### config.mk
export PLATFORM = sky130hd
export DESIGN_NAME = lcd_bus_receiver
export DESIGN_NICKNAME = d
export VERILOG_FILES = /design/src/rtl/lcd_bus_receiver.sv
export SDC_FILE = /design/constraint.sdc
export NUM_CORES = 1
export LEC_CHECK = 0
export CORE_MARGIN = 1
export CORE_UTILIZATION = 54
export DETAILED_ROUTE_END_ITERATION = 6
export PLACE_DENSITY = 0.71
export SYNTH_ARGS = -nofsm -noshare
export SYNTH_HDL_FRONTEND = slang
export SYNTH_SLANG_ARGS = --single-unit
### constraint.sdc
create_clock -name clk -period 4 [get_ports clk]
set_input_delay 0.8 -clock clk [delete_from_list [all_inputs] [get_ports clk]]
set_output_delay 0.8 -clock clk [all_outputs]
set_load 0.02 [all_outputs]
### src/rtl/lcd_bus_receiver.sv
// lcd_bus_receiver: passive shadow of an HD44780-style 8-bit LCD bus.
// Decodes EN falling-edge transactions into instruction/data writes and
// keeps a 2x16 DDRAM image, address counter and display-control state.
// Optional macro LCD_RX_SYNC_EN: pass the bus through a 2-flop synchronizer
// before edge detection (adds 2 cycles to every latency).
module lcd_bus_receiver (
    input  logic       clk,
    input  logic       reset,
    input  logic       EN,
    input  logic       RS,
    input  logic       RW,
    input  logic [7:0] data,
    output logic [7:0] rd_data,
    input  logic [4:0] cell_addr,
    output logic [7:0] cell_char,
    output logic       busy,
    output logic [6:0] ac,
    output logic       disp_on,
    output logic       cursor_on,
    output logic       blink_on,
    output logic       entry_id,
    output logic       cmd_strobe,
    output logic       data_strobe,
    output logic [1:0] err
);
    localparam int         CELLS = 32;
    localparam logic [7:0] BLANK = 8'h20;

    typedef enum logic [1:0] {S_IDLE, S_EXEC, S_CLEARING} state_t;

    // Bus view after optional synchronization
    logic       w_en;
    logic       w_rs;
    logic       w_rw;
    logic [7:0] w_data;

`ifdef LCD_RX_SYNC_EN
    logic [10:0] r_sync1;
    logic [10:0] r_sync2;

    // Two-flop synchronizer for the whole bus bundle
    always_ff @(posedge clk) begin
        if (reset) begin
            r_sync1 <= '0;
            r_sync2 <= '0;
        end else begin
            r_sync1 <= {EN, RS, RW, data};
            r_sync2 <= r_sync1;
        end
    end

    assign {w_en, w_rs, w_rw, w_data} = r_sync2;
`else
    assign {w_en, w_rs, w_rw, w_data} = {EN, RS, RW, data};
`endif

    logic       r_en_d;
    logic       r_rs;
    logic       r_rw;
    logic [7:0] r_data;
    logic       w_fall;

    // Capture RS/RW/data on every EN-high cycle; remember EN for edge detect
    always_ff @(posedge clk) begin
        if (reset) begin
            r_en_d <= 1'b0;
            r_rs   <= 1'b0;
            r_rw   <= 1'b0;
            r_data <= 8'h00;
        end else begin
            r_en_d <= w_en;
            if (w_en) begin
                r_rs   <= w_rs;
                r_rw   <= w_rw;
                r_data <= w_data;
            end
        end
    end

    assign w_fall = r_en_d & ~w_en;

    // Next address counter value with the two-line HD44780 wrap
    function automatic logic [6:0] ac_step(input logic [6:0] a, input logic inc);
        logic [6:0] n;
        if (inc) begin
            if (a == 7'h0F)      n = 7'h40;
            else if (a == 7'h4F) n = 7'h00;
            else                 n = a + 7'd1;
        end else begin
            if (a == 7'h00)      n = 7'h4F;
            else if (a == 7'h40) n = 7'h0F;
            else                 n = a - 7'd1;
        end
        return n;
    endfunction

    state_t     r_state;
    logic [4:0] r_clr_idx;
    logic [7:0] r_mem [0:CELLS-1];
    logic [6:0] r_ac;
    logic       r_entry_id;
    logic       r_disp;
    logic       r_cursor;
    logic       r_blink;
    logic       r_busy;
    logic       r_cmd_strobe;
    logic       r_data_strobe;
    logic [1:0] r_err;
    logic [7:0] r_rd_data;
    logic [7:0] r_cell_char;
    logic [4:0] w_ac_idx;

    assign w_ac_idx = {r_ac[6], r_ac[3:0]};

    // Transaction FSM: IDLE waits for an edge, EXEC applies it, CLEARING blanks cells
    always_ff @(posedge clk) begin
        if (reset) begin
            r_state       <= S_IDLE;
            r_clr_idx     <= 5'd0;
            r_ac          <= 7'h00;
            r_entry_id    <= 1'b1;
            r_disp        <= 1'b0;
            r_cursor      <= 1'b0;
            r_blink       <= 1'b0;
            r_busy        <= 1'b0;
            r_cmd_strobe  <= 1'b0;
            r_data_strobe <= 1'b0;
            r_err         <= 2'b00;
            r_rd_data     <= 8'h00;
            for (int i = 0; i < CELLS; i++) begin
                r_mem[i] <= BLANK;
            end
        end else begin
            r_cmd_strobe  <= 1'b0;
            r_data_strobe <= 1'b0;
            case (r_state)
                S_IDLE: begin
                    if (w_fall) r_state <= S_EXEC;
                end
                S_EXEC: begin
                    r_state <= S_IDLE;
                    if (r_rw) begin
                        if (r_rs) begin
                            r_rd_data <= r_mem[w_ac_idx];
                            r_ac      <= ac_step(r_ac, r_entry_id);
                        end else begin
                            r_rd_data <= {1'b0, r_ac};
                        end
                    end else if (r_rs) begin
                        r_mem[w_ac_idx] <= r_data;
                        r_ac            <= ac_step(r_ac, r_entry_id);
                        r_data_strobe   <= 1'b1;
                    end else begin
                        // Every non-zero instruction byte is acknowledged
                        r_cmd_strobe <= |r_data;
                        casez (r_data)
                            8'b1???????: begin
                                if (r_data[5:4] == 2'b00) r_ac <= r_data[6:0];
                                else                      r_err[0] <= 1'b1;
                            end
                            8'b01??????, 8'b001?????: begin
                            end
                            8'b0001????: begin
                                if (!r_data[3]) r_ac <= ac_step(r_ac, r_data[2]);
                            end
                            8'b00001???: {r_disp, r_cursor, r_blink} <= r_data[2:0];
                            8'b000001??: r_entry_id <= r_data[1];
                            8'b0000001?: r_ac <= 7'h00;
                            8'b00000001: begin
                                r_ac       <= 7'h00;
                                r_entry_id <= 1'b1;
                                r_busy     <= 1'b1;
                                r_clr_idx  <= 5'd0;
                                r_state    <= S_CLEARING;
                            end
                            default: begin
                            end
                        endcase
                    end
                end
                S_CLEARING: begin
                    r_mem[r_clr_idx] <= BLANK;
                    r_clr_idx        <= r_clr_idx + 5'd1;
                    if (r_clr_idx == 5'd31) begin
                        r_busy  <= 1'b0;
                        r_state <= S_IDLE;
                    end
                end
                default: r_state <= S_IDLE;
            endcase
            // An edge arriving while a transaction is in flight is dropped
            if (w_fall && (r_state != S_IDLE)) begin
                r_err[1] <= 1'b1;
                if (r_rw && !r_rs) r_rd_data <= {1'b1, r_ac};
            end
        end
    end

    // Side-band registered read of one cell (old value on same-cycle write)
    always_ff @(posedge clk) begin
        if (reset) r_cell_char <= BLANK;
        else       r_cell_char <= r_mem[cell_addr];
    end

    assign rd_data     = r_rd_data;
    assign cell_char   = r_cell_char;
    assign busy        = r_busy;
    assign ac          = r_ac;
    assign disp_on     = r_disp;
    assign cursor_on   = r_cursor;
    assign blink_on    = r_blink;
    assign entry_id    = r_entry_id;
    assign cmd_strobe  = r_cmd_strobe;
    assign data_strobe = r_data_strobe;
    assign err         = r_err;
endmodule

**After elaboration in Yosys (flattened, before gate mapping)**

Memories as Yosys holds them, arrays and structs flattened. A register that Yosys moved wholly into a read port is not among the register bits.
Index checks and enable logic that the tools add are counted.

- $add $sub $neg: 3
- $mul: 0
- Div/mod/pow operators: 0
- Magnitude comparators: 0
- Eq/ne operators: 19
- Shift-type cells: 0
- Muxes and demuxes: 51
- Bitwise gates (word level): 6
- Reductions and logical operators: 22

Operators by type and width:

| operator | count |
|---|---|
| 2-to-1 mux 7 bit | 11 |
| 2-to-1 mux 8 bit | 7 |
| 2-to-1 mux 5 bit | 7 |
| OR reduction 8 bit | 3 |
| one-hot mux 7 bit (3 select lines) | 1 |
| 2-to-1 mux 1 bit | 16 |
| AND reduction 5 bit | 3 |
| equality test 7 bit, second input constant | 2 |
| AND reduction 4 bit | 3 |
| 2-to-1 mux 2 bit | 5 |
| != test 2 bit, second input constant | 5 |
| one-hot mux 5 bit (2 select lines) | 1 |
| equality test 8 x 1 -> 1 bit, second input constant | 1 |
| adder 7 x 1 -> 7 bit, second input constant | 1 |
| equality test 7 x 1 -> 1 bit, second input constant | 1 |
| equality test 7 x 4 -> 1 bit, second input constant | 1 |
| zero test 7 bit | 1 |
| subtractor 7 x 1 -> 7 bit, second input constant | 1 |
| equality test 6 x 1 -> 1 bit, second input constant | 1 |
| one-hot mux 2 bit (3 select lines) | 1 |
| nonzero test 2 bit | 3 |
| adder 5 x 1 -> 5 bit, second input constant | 1 |
| equality test 5 x 1 -> 1 bit, second input constant | 1 |
| equality test 5 bit, second input constant | 1 |
| other kinds (16) | 23 |

- Bits in registers: 42
- Bits in latches: 0
- Memory bits (writable): 256
- ROM bits: 0
- Output and inout port bits: 32
- Word-level logic and storage cells: 119
- Memories kept: 1

Memories:

| name | depth | bits a word | rd ports | clocked after Yosys merged registers in | write ports | RTL line | text |
|---|---|---|---|---|---|---|---|
| r_mem | 32 | 8 | 2 | 2 | 32 | 99 | `logic [7:0] r_mem [0:CELLS-1];` |

**Depth between registers and ports, before layout**

Gate-level depths: netlist of run 1.

- Depth in word-level cells: 10
- Mapped depth: 9
- Mapped depth without buffers: 8

**Worst setup path before layout of run 1**

OpenSTA, ideal clock, no wires.

- Kind: input to register
- From: input port reset
- To: memory r_mem[0][0] (enable)
- Library setup time: 375 ps
- Arrival time: 2317 ps
- Slack: 1309 ps
- Stages: 8
- Path buffers: 4
- Cell sequence: buf_2 -> nand2b_1 -> buf_2 -> nor3_1 -> o21ai_1 -> buf_6 -> buf_2 -> o21bai_1

RTL lines:

| what | RTL line | text |
|---|---|---|
| start, declared | 8 | `input logic reset,` |
| end, declared | 99 |  |

==> summary.txt, run 1 <==
Layout
  • Final antenna diode count: 0
  • Final nets: 1266
  • Fin cells: 1658
  • Core Util, Final: approximately 62%
  • Layout area overhead: 13.0%
  • Fillers: 2287
  • Share of cells above drive strength 1: 23.4%

Timing
  • Final min period: 3100 ps
  • Max Freq: ~0.32 GHz
  • Max Slew Vio Count: 0
  • Min setup slack post-route: 900 ps
  • Worst slew margin: about a fifth
  • Setup TNS after final layout: 0 ps
  • Worst Hold Margin: between 400 and 500 ps
  • Final setup skew: roughly 24 ps
  • # setup viols final: 0
  • Tcrit/Tclk final: between 70% and 80%
  • Final hold viol count: 0
  • Worst-margin pin slew: approximately 1200 ps
  • RSZ-0062 raised after global routing: false

Synthesis
  • Ys flop type: edfxtp_1
  • Area of the mapped netlist: 16300 um^2
  • Gate Count Post-Synth: roughly 1.2k
  • Register area share after synthesis: 54.0%
  • Post-synthesis cell type count: 56
  • Post-synthesis area per instance: between 10 and 15 um^2
  • Main area contributors after synthesis: edfxtp_1 47%, mux4_2 20%, dfxtp_1 6.8%
  • Yosys reg bits: approximately 310
  • EDFF count, synth: 256
  • Yosys warnings: 0
  • Largest area contributor in the netlist: edfxtp_1
  • Asr flop ratio synth: 0%
  • Post-synth net total: 1239
  • Synth top area share: 47.2%

Worst setup path
  • Worst setup SP type: flop
  • CP endpoint kind: flop
  • Worst EP arrival: between 3000 and 4000 ps
  • CP Class: reg2reg
  • CP Data Required Time: 4250 ps
  • Worst-path fanout max: 33

Clocking
  • Resize count post-CTS: 0
  • Clk buf depth: 3
  • H-tree levels: 2
  • CTS Sinks: 311
  • CTS root buffer: clkbuf_16
  • CTS tree: yes
  • Clock latency on the worst-skew pair: ~520 ps
  • Cts bufs inserted: 34
  • Post-CTS Setup Bufs: 0
  • Hold_buf cts: 0
  • Clk slew on worst S/H paths: 60 ps

Global routing
  • Vias in the first global route: 11.0k
  • GRT Resource Usage Total: 30.2%
  • Largest net degree at the start of global routing: just over 70
  • Congestion Overflow GR: 0
  • Initial antenna violation count: 1
  • First-pass GRT wire length: 68700 um

Power
  • Combinational share of power: 8.1%
  • Flop pwr share: 50.2%
  • Power per cell area: 396 nW/um^2
  • Sw Ratio: 22.7%
  • Lkg Pwr: roughly 5.7 nW
  • Internal power: 5.63 mW
  • P_sw: 1.65 mW
  • Worst vdd ir: around 0.3 mV
  • Clock share of power: 41.8%

Placed design
  • IO Port Bufs: 49
  • Pre-CTS setup slack: 622 ps
  • Placed Cells: 1598
  • Placer Congestion: 0.900
  • Dpl hpwl: 30700 um

Die
  • Core ar.: 29600 um^2
  • Io pins: 50
  • Core Rows: between 60 and 70
  • Die W: about 180 um
  • Die Height: 176 um
  • Initial Utilization: 54.9%
  • Die area: 30800 um^2

Detailed routing
  • Drc violations: 0
  • Wire length per cell: 27.4 um
  • Drt via density: between 6 and 7
  • Number of nets still failing antenna checks after routing: 0
  • Routed vias: approximately 11k
  • Post-Route WL: 45500 um
  • 1st-pass router iterations: 6
  • Iteration-0 DRC Markers: 1490

Outcome
  • Status: finished, final reports clean

Flow run
  • Max Cap Viol: 0

Worst hold path
  • Hold Path Class: reg2reg
worst max-delay path, cell delays in order, from the launching register on:
cell and delay (ps):
dfxtp_1 490, nand2b_4 130, nor2_8 400, mux2i_1 570, nand3_1 490, buf_4 330, or4_1 410
routing by layer:
layer,vias to the layer above,share of wire [%],track usage (%),routed length (um)
li1,4864,-,-,-
met2,769,47,47.4,21500
met3,80,12,5.19,5360
met1,5704,38,43.2,17300
met4,0,3.0,9.67,1380
met5,-,0,0,0
per-stage QoR:
step                      area [um^2]  power (mW)
final                           18400        7.28
after global routing            18400        7.43
after CTS                       18400        7.28
after detailed placement        17300        4.30
after global placement          17300        4.28
after floorplan                 16300        4.07
sequential cells by signal, indices dropped and copies added (netlist names), named ones only:
register,count
disp_on,1
busy,1
blink_on,1
entry_id,1
ac,7
r_rs,1
r_rw,1
r_mem,256
err,2
r_clr_idx,5
cmd_strobe,1
r_en_d,1
data_strobe,1
rd_data,8
r_state,2
cursor_on,1
r_data,8
cell_char,8
cell usage after synthesis (7+ instances only):
library cell,count
edfxtp_1,256
o21ai_0,26
mux4_2,148
mux2i_1,27
a22oi_1,11
dfxtp_1,55
buf_1,10
nand3_1,20
nor2_1,96
nand3b_1,7
buf_2,35
a22o_1,7
nor3_1,186
o21bai_1,34
a21oi_1,30
nor2b_1,11
nand2_1,43
nand2b_1,14
inv_1,8
or4_1,22
clkbuf_1,84
area by class of cell:
class / count / area [um^2] / share of cell area, %
Sequential cell: 311 / 8790 / 47.8
Multi-Input combinational cell: 763 / 6910 / 37.5
Timing Repair Buffer: 126 / 1120 / 6.08
Clock buffer: 47 / 983 / 5.34
Tap cell: 390 / 488 / 2.65
Clock inverter: 13 / 82.6 / 0.449
Inverter: 8 / 30.0 / 0.163
kinds of logic (layout without fill, tap and decap cells):
family,count (synthesis),in the layout,synth area share (%)
simple gates,427,427,13.2
mux,181,181,22.6
xor+xnor,5,5,0.269
compound gates,146,146,5.93
flops,311,311,54.0
fa+ha+maj,4,4,0.307
buf+inv,143,194,3.75
power groups by stage:
| stage | registers [mW] | clock network [mW] | logic, mW |
|---|---|---|---|
| finish | 3.65 | 3.04 | 0.586 |
| global route | 3.66 | 3.15 | 0.612 |
| CTS | 3.65 | 3.05 | 0.581 |
| detailed placement | 3.72 | 0 | 0.578 |
| global placement | 3.71 | 0 | 0.570 |
| floorplan | 3.69 | 0 | 0.378 |
layout by cell type, fill, tap and decap left out, types with 22 or more instances in the layout:
cell type and n:
dfxtp_1 53, nor2_1 96, edfxtp_1 256, o21bai_1 34
buf_4 73, nand2_1 42, mux4_2 148, o21ai_0 26
a21oi_1 30, mux2i_1 27, clkdlybuf4s50_1 46, nor3_1 186
clkbuf_16 37, or4_1 22
path summary, 6_finish.rpt:
| kind | startpoint | end | slack [ps] | cells past startpoint |
|---|---|---|---|---|
| max | r_state[1] | r_mem[0][5] | 900 | 6 |
| max reg2reg | r_state[1] | r_mem[0][5] | 900 | 6 |
| min reg2reg | err[1] | err[1] | 450 | 2 |
| min | err[1] | err[1] | 450 | 2 |
(Power assumes the default switching activity.)
==> run 2: changes to the inputs <==
==> constraint.sdc (replaced) <==
create_clock -name clk -period 3.07 [get_ports clk]
set_input_delay 0.614 -clock clk [delete_from_list [all_inputs] [get_ports clk]]
set_output_delay 0.614 -clock clk [all_outputs]
set_load 0.02 [all_outputs]
==> run 2 against run 1 <==
Against the previous run: sequential cell count unchanged; critical path type unchanged; highest routed layer unchanged; worst hold slack better by 4.9 ps; clock power up 37%; maximum frequency up 14%.
==> summary.txt, run 2 (synthesized netlist as in run 1, its figures left out) <==
Global routing
  • Initial antenna violation count: 0
  • Congestion Overflow GR: 0
  • Vias in the first global route: 11.3k
  • First-pass GRT wire length: between 70000 and 80000 um
  • GRT Resource Usage Total: 31.0%
  • Largest net degree at the start of global routing: 55

Timing
  • Worst-margin pin slew: 1160 ps
  • Max Freq: 0.368 GHz
  • Setup TNS after final layout: 0 ps
  • Worst Hold Margin: around 450 ps
  • RSZ-0062 raised after global routing: false
  • Final hold viol count: 0
  • Worst slew margin: 22.2%
  • Min setup slack post-route: 351 ps
  • Final setup skew: 20.6 ps
  • Max Slew Vio Count: 0
  • # setup viols final: 0
  • Tcrit/Tclk final: about nine tenths
  • Final min period: 2720 ps

Layout
  • Area occupied by multi-input gates: 6910 um^2
  • Layout area overhead: 15.3%
  • Most frequent cells in the layout: 256 x edfxtp_1, 186 x nor3_1, 148 x mux4_2, 100 x buf_4, 96 x nor2_1
  • Design area: 18800 um^2
  • Core Util, Final: around 63%
  • Biggest register: r_mem
  • Fin cells: 1692
  • Max reg flops: approximately 260
  • Final nets: approximately 1.3k
  • Commonest non-fill, non-tap cell in the layout: edfxtp_1
  • Final antenna diode count: 0
  • Share of cells above drive strength 1: 25.5%
  • Fillers: between 2k and 2.5k
  • Register area: 8790 um^2

Die
  • Die Height: approximately 180 um
  • Initial Utilization: 54.9%
  • Die area: 30800 um^2
  • Io pins: 50
  • Core Rows: 63
  • Core ar.: 29600 um^2
  • Die W: 176 um

Worst setup path
  • Crit-path cells: nand3b_1, nor2_1, nor2_1, nor2_1, buf_4, nand2_2, buf_4, o21bai_1, buf_4
  • Worst-path fanout max: 23
  • CP endpoint kind: flop
  • Worst EP arrival: 2940 ps
  • Slowest CP cell: dfxtp_1
  • Crit Reg-Reg Startpoint: r_state[1]
  • CP Data Required Time: 3290 ps
  • Max stage delay on crit path: 380 ps
  • CP Class: reg2reg
  • Worst setup SP type: flop
  • Reg2Reg Depth: 9
  • Register-to-register setup slack: 350 ps
  • R2R Path End: r_mem[15][3]

Detailed routing
  • Iteration-0 DRC Markers: 1451
  • Drc violations: 0
  • Met1 wire length: 17400 um
  • DR WL met2: 21700 um
  • Routed vias: 11.6k
  • Post-Route WL: about 46000 um
  • Met3 WL post-DR: 5700 um
  • 1st-pass router iterations: 6
  • Top Layer Used: met4
  • Wire length per cell: roughly 27 um
  • Drt via density: between 6 and 7
  • Number of nets still failing antenna checks after routing: 0

Clocking
  • CTS tree: yes
  • CTS root buffer: clkbuf_16
  • Clk buf depth: 3
  • Post-CTS Setup Bufs: 0
  • Clock latency on the worst-skew pair: 520 ps
  • Clk slew on worst S/H paths: 60 ps
  • Hold_buf cts: 0
  • H-tree levels: 2
  • CTS Sinks: 311
  • Cts bufs inserted: 34
  • Resize count post-CTS: 0

Worst hold path
  • Min-Delay Path Depth: 2
  • Hold_sp: err[1]
  • Worst hold path endpoint: err[1]
  • Hold Path Class: reg2reg

Placed design
  • IO Port Bufs: 49
  • Pre-CTS setup slack: 291 ps
  • Dpl hpwl: 31800 um
  • Placer Congestion: between 0.9 and 1
  • Placed Cells: 1630
  • Placed cell area: 17600 um^2

Outcome
  • Status: finished, final reports clean

Power
  • Power per cell area: 517 nW/um^2
  • Tot Pwr: just under 10 mW
  • Lkg Pwr: 5.91 nW
  • Worst vdd ir: between 0.3 and 0.4 mV

Flow run
  • Max Cap Viol: 0
-- run 2: cell types whose count changed in the layout (fill, tap and decap cells not counted), sizes merged --
cell | before | now
bufinv | 1 | 3
clkbuf | 47 | 50
clkinvlp | 0 | 1
buf | 80 | 112
clkinv | 12 | 8
-- run 2: worst max-delay path by stage --
stage / from / to / slack (ps)
final: r_state[1] / r_mem[15][3] / 350
after global routing: r_state[1] / r_mem[15][3] / 210
after CTS: flop / rd_data[7] / 370
after detailed placement: cell_addr[0] / cell_char[0] / 290
after global placement: cell_addr[0] / cell_char[3] / 300
after floorplan: reset / r_mem[0][0] / 560
-- run 2: worst max-delay path: cells and delay by family (launching register included) --
kind / cells / cell delay [ps]
AO/OA/AOI/OAI: 1 / 200
buffers and inverters: 3 / 730
AND/OR/NAND/NOR: 5 / 1110
flip-flops: 1 / 380
-- run 2: report_power, final --
group	internal [mW]	switching (mW)	leakage (nW)	total [mW]
registers	4.67	0.0819	2.98	4.75
clock network	2.52	1.63	0.556	4.15
logic	0.357	0.444	2.38	0.802
total	7.55	2.16	5.91	9.71
-- run 2: final cells by class --
cell class	instances	area share, %
clock buffer	50	5.35
clock inverter	12	0.713
inverter	8	0.160
multi-input combinational	763	36.8
sequential	311	46.8
tap	390	2.60
timing repair buffer	158	7.57
-- run 2: metal layers --
metal  GRT usage (%)  vias up
li1                -     4921
met1            44.0     5792
met2            48.2      828
met3            5.71      107
met4            10.8        0
met5               0        -
==> run 3: changes to the inputs <==
--- a/config.mk
+++ b/config.mk
@@ -5,10 +5,12 @@
 export SDC_FILE = /design/constraint.sdc
 export NUM_CORES = 1
 export LEC_CHECK = 0
+export CELL_PAD_IN_SITES_DETAIL_PLACEMENT = 1
+export CELL_PAD_IN_SITES_GLOBAL_PLACEMENT = 1
 export CORE_MARGIN = 1
-export CORE_UTILIZATION = 54
+export CORE_UTILIZATION = 52
 export DETAILED_ROUTE_END_ITERATION = 6
-export PLACE_DENSITY = 0.71
+export PLACE_DENSITY_LB_ADDON = 0.1
 export SYNTH_ARGS = -nofsm -noshare
 export SYNTH_HDL_FRONTEND = slang
 export SYNTH_SLANG_ARGS = --single-unit
==> run 3 against run 2 <==
Against the previous run: clock skew fell by 5.0 ps; non-clock buffer count fell by 9; clock-buffer cell count did not move; cell count barely moved; sequential share of layout area barely moved; highest routed layer unchanged; critical path depth fell by 4; maximum frequency fell by 3.0%; sequential cell count did not move; clock power rose by 2%; final area barely moved; combinational power rose by 4.1%.
==> summary.txt, run 3 (synthesized netlist as in run 1, its figures left out) <==
Worst setup path
  • Crit-path cells: buf_12, mux4_2, mux4_2, o21ai_0, o21ai_0
  • Worst EP arrival: 3160 ps
  • Register-to-register setup slack: approximately 270 ps
  • Crit. path cell count: 5
  • CP Data Required Time: about 3400 ps
  • Reg2Reg Depth: 5
  • Buf/Inv on CP: 1
  • CP Class: reg2reg
  • R2R Path End: rd_data[2]
  • Max stage delay on crit path: 600 ps
  • Delay-heaviest family, CP: multiplexers
  • CP endpoint kind: flop
  • Worst setup SP type: flop
  • Worst-path fanout max: 21
  • Slowest CP cell: o21ai_0

Global routing
  • Congestion Overflow GR: 0
  • Initial antenna violation count: 0
  • GRT Resource Usage Total: about a third
  • First-pass GRT wire length: 79400 um
  • Largest net degree at the start of global routing: 64
  • Vias in the first global route: 11.9k

Layout
  • Final antenna diode count: 0
  • Most frequent cells in the layout: 256 x edfxtp_1, 186 x nor3_1, 148 x mux4_2, 96 x nor2_1, 86 x buf_4
  • Max reg flops: 256
  • Layout area overhead: 15.4%
  • Share of cells above drive strength 1: between 20% and 30%
  • Biggest register: r_mem
  • Commonest non-fill, non-tap cell in the layout: edfxtp_1
  • Fillers: 2919
  • Final nets: 1290
  • Area occupied by multi-input gates: between 6000 and 7000 um^2
  • Core Util, Final: between 60% and 70%
  • Register area: 8790 um^2

Detailed routing
  • 1st-pass router iterations: 5
  • Drc violations: 0
  • Routed vias: about 12k
  • Post-Route WL: between 50000 and 60000 um
  • Wire length per cell: between 30 and 40 um
  • Drt via density: between 7 and 8
  • Number of nets still failing antenna checks after routing: 0
  • Iteration-0 DRC Markers: 1297

Clocking
  • Hold_buf cts: 0
  • H-tree levels: 2
  • Post-CTS Setup Bufs: 0
  • Resize count post-CTS: 0
  • Clk buf depth: 3
  • CTS tree: yes
  • Cts bufs inserted: 35
  • CTS root buffer: clkbuf_16
  • Clk slew on worst S/H paths: 60 ps
  • Clock latency on the worst-skew pair: 530 ps
  • CTS Sinks: 311

Timing
  • Max Slew Vio Count: 0
  • Setup TNS after final layout: 0 ps
  • Tcrit/Tclk final: 91.3%
  • Worst slew margin: 50.7%
  • Final setup skew: 15.6 ps
  • RSZ-0062 raised after global routing: false
  • # setup viols final: 0
  • Final hold viol count: 0
  • Final min period: ~2800 ps
  • Max Freq: 0.357 GHz
  • Worst-margin pin slew: ~740 ps

Die
  • Die W: 179 um
  • Die area: 32000 um^2
  • Core ar.: roughly 30000 um^2
  • Die Height: 179 um
  • Initial Utilization: between 50 and 60%
  • Io pins: 50
  • Core Rows: 64

Placed design
  • IO Port Bufs: 49
  • Placer Congestion: 0.871
  • Dpl hpwl: 35700 um

Flow run
  • Max Cap Viol: 0

Power
  • Lkg Pwr: just under 6 nW
  • Worst vdd ir: 0.454 mV
  • Power per cell area: 524 nW/um^2

Worst hold path
  • Hold_sp: reset
  • Min-Delay Path Depth: 2
  • Worst hold path endpoint: r_clr_idx[4]
  • Hold Path Class: in2reg

Outcome
  • Status: finished, final reports clean
## run 3: cell count changes in the layout (fill, tap and decap cells not counted), sizes merged
| cell | change |
|---|---|
| clkinv | +2 |
| inv | +1 |
| buf | -9 |
| clkinvlp | -1 |
## run 3: per-layer routing
| metal | share of wire, % | GRT usage [%] | wire [um] | up-vias |
|---|---|---|---|---|
| met5 | 0 | 0 | 0 | - |
| met4 | 4.1 | 14.0 | 2240 | 0 |
| met3 | 9.1 | 6.26 | 4950 | 107 |
| met2 | 47 | 54.4 | 25300 | 610 |
| met1 | 40 | 48.7 | 21700 | 6224 |
| li1 | - | - | - | 4917 |
## run 3: stage by stage
stage / worst slack (ps) / power, mW / area (um^2) / std cells / hold WS, ps
after floorplan: 565 / 5.30 / 16300 / 1217 / 474
after global placement: 298 / 5.64 / 17600 / 1627 / 446
after detailed placement: 182 / 5.67 / 17600 / 1627 / 460
after CTS: 369 / 9.86 / 18800 / 1691 / 419
after global routing: 149 / 10.1 / 18800 / 1691 / 446
final: 267 / 9.85 / 18800 / 1691 / 441
## run 3: final cells by class
class / count / share of cell area, %
Clock buffer: 50 / 5.26
Timing Repair Buffer: 149 / 7.54
Multi-Input combinational cell: 763 / 36.8
Inverter: 8 / 0.160
Sequential cell: 311 / 46.8
Clock inverter: 14 / 0.813
Tap cell: 396 / 2.64
## run 3: power breakdown
part | total, mW | switching, mW | leakage [nW] | internal, mW
clock network | 4.25 | 1.75 | 0.557 | 2.50
registers | 4.76 | 0.0903 | 2.98 | 4.67
logic | 0.835 | 0.473 | 2.36 | 0.362
total | 9.85 | 2.31 | 5.90 | 7.53
## run 3: worst reg2reg max path, delay by kind of cell (launching register included)
family	cells	cell delay, ps
buffers and inverters	1	260
AO/OA/AOI/OAI	2	780
multiplexers	2	1110
flip-flops	1	500
## run 3: worst max-delay path by stage
stage / start / endpoint / slack [ps]
final: flop / rd_data[2] / 270
after global routing: r_state[1] / r_mem[2][7] / 150
after CTS: r_state[1] / r_mem[2][6] / 370
after detailed placement: reset / r_mem[0][5] / 180
after global placement: reset / r_mem[0][4] / 300
after floorplan: reset / r_mem[0][0] / 560
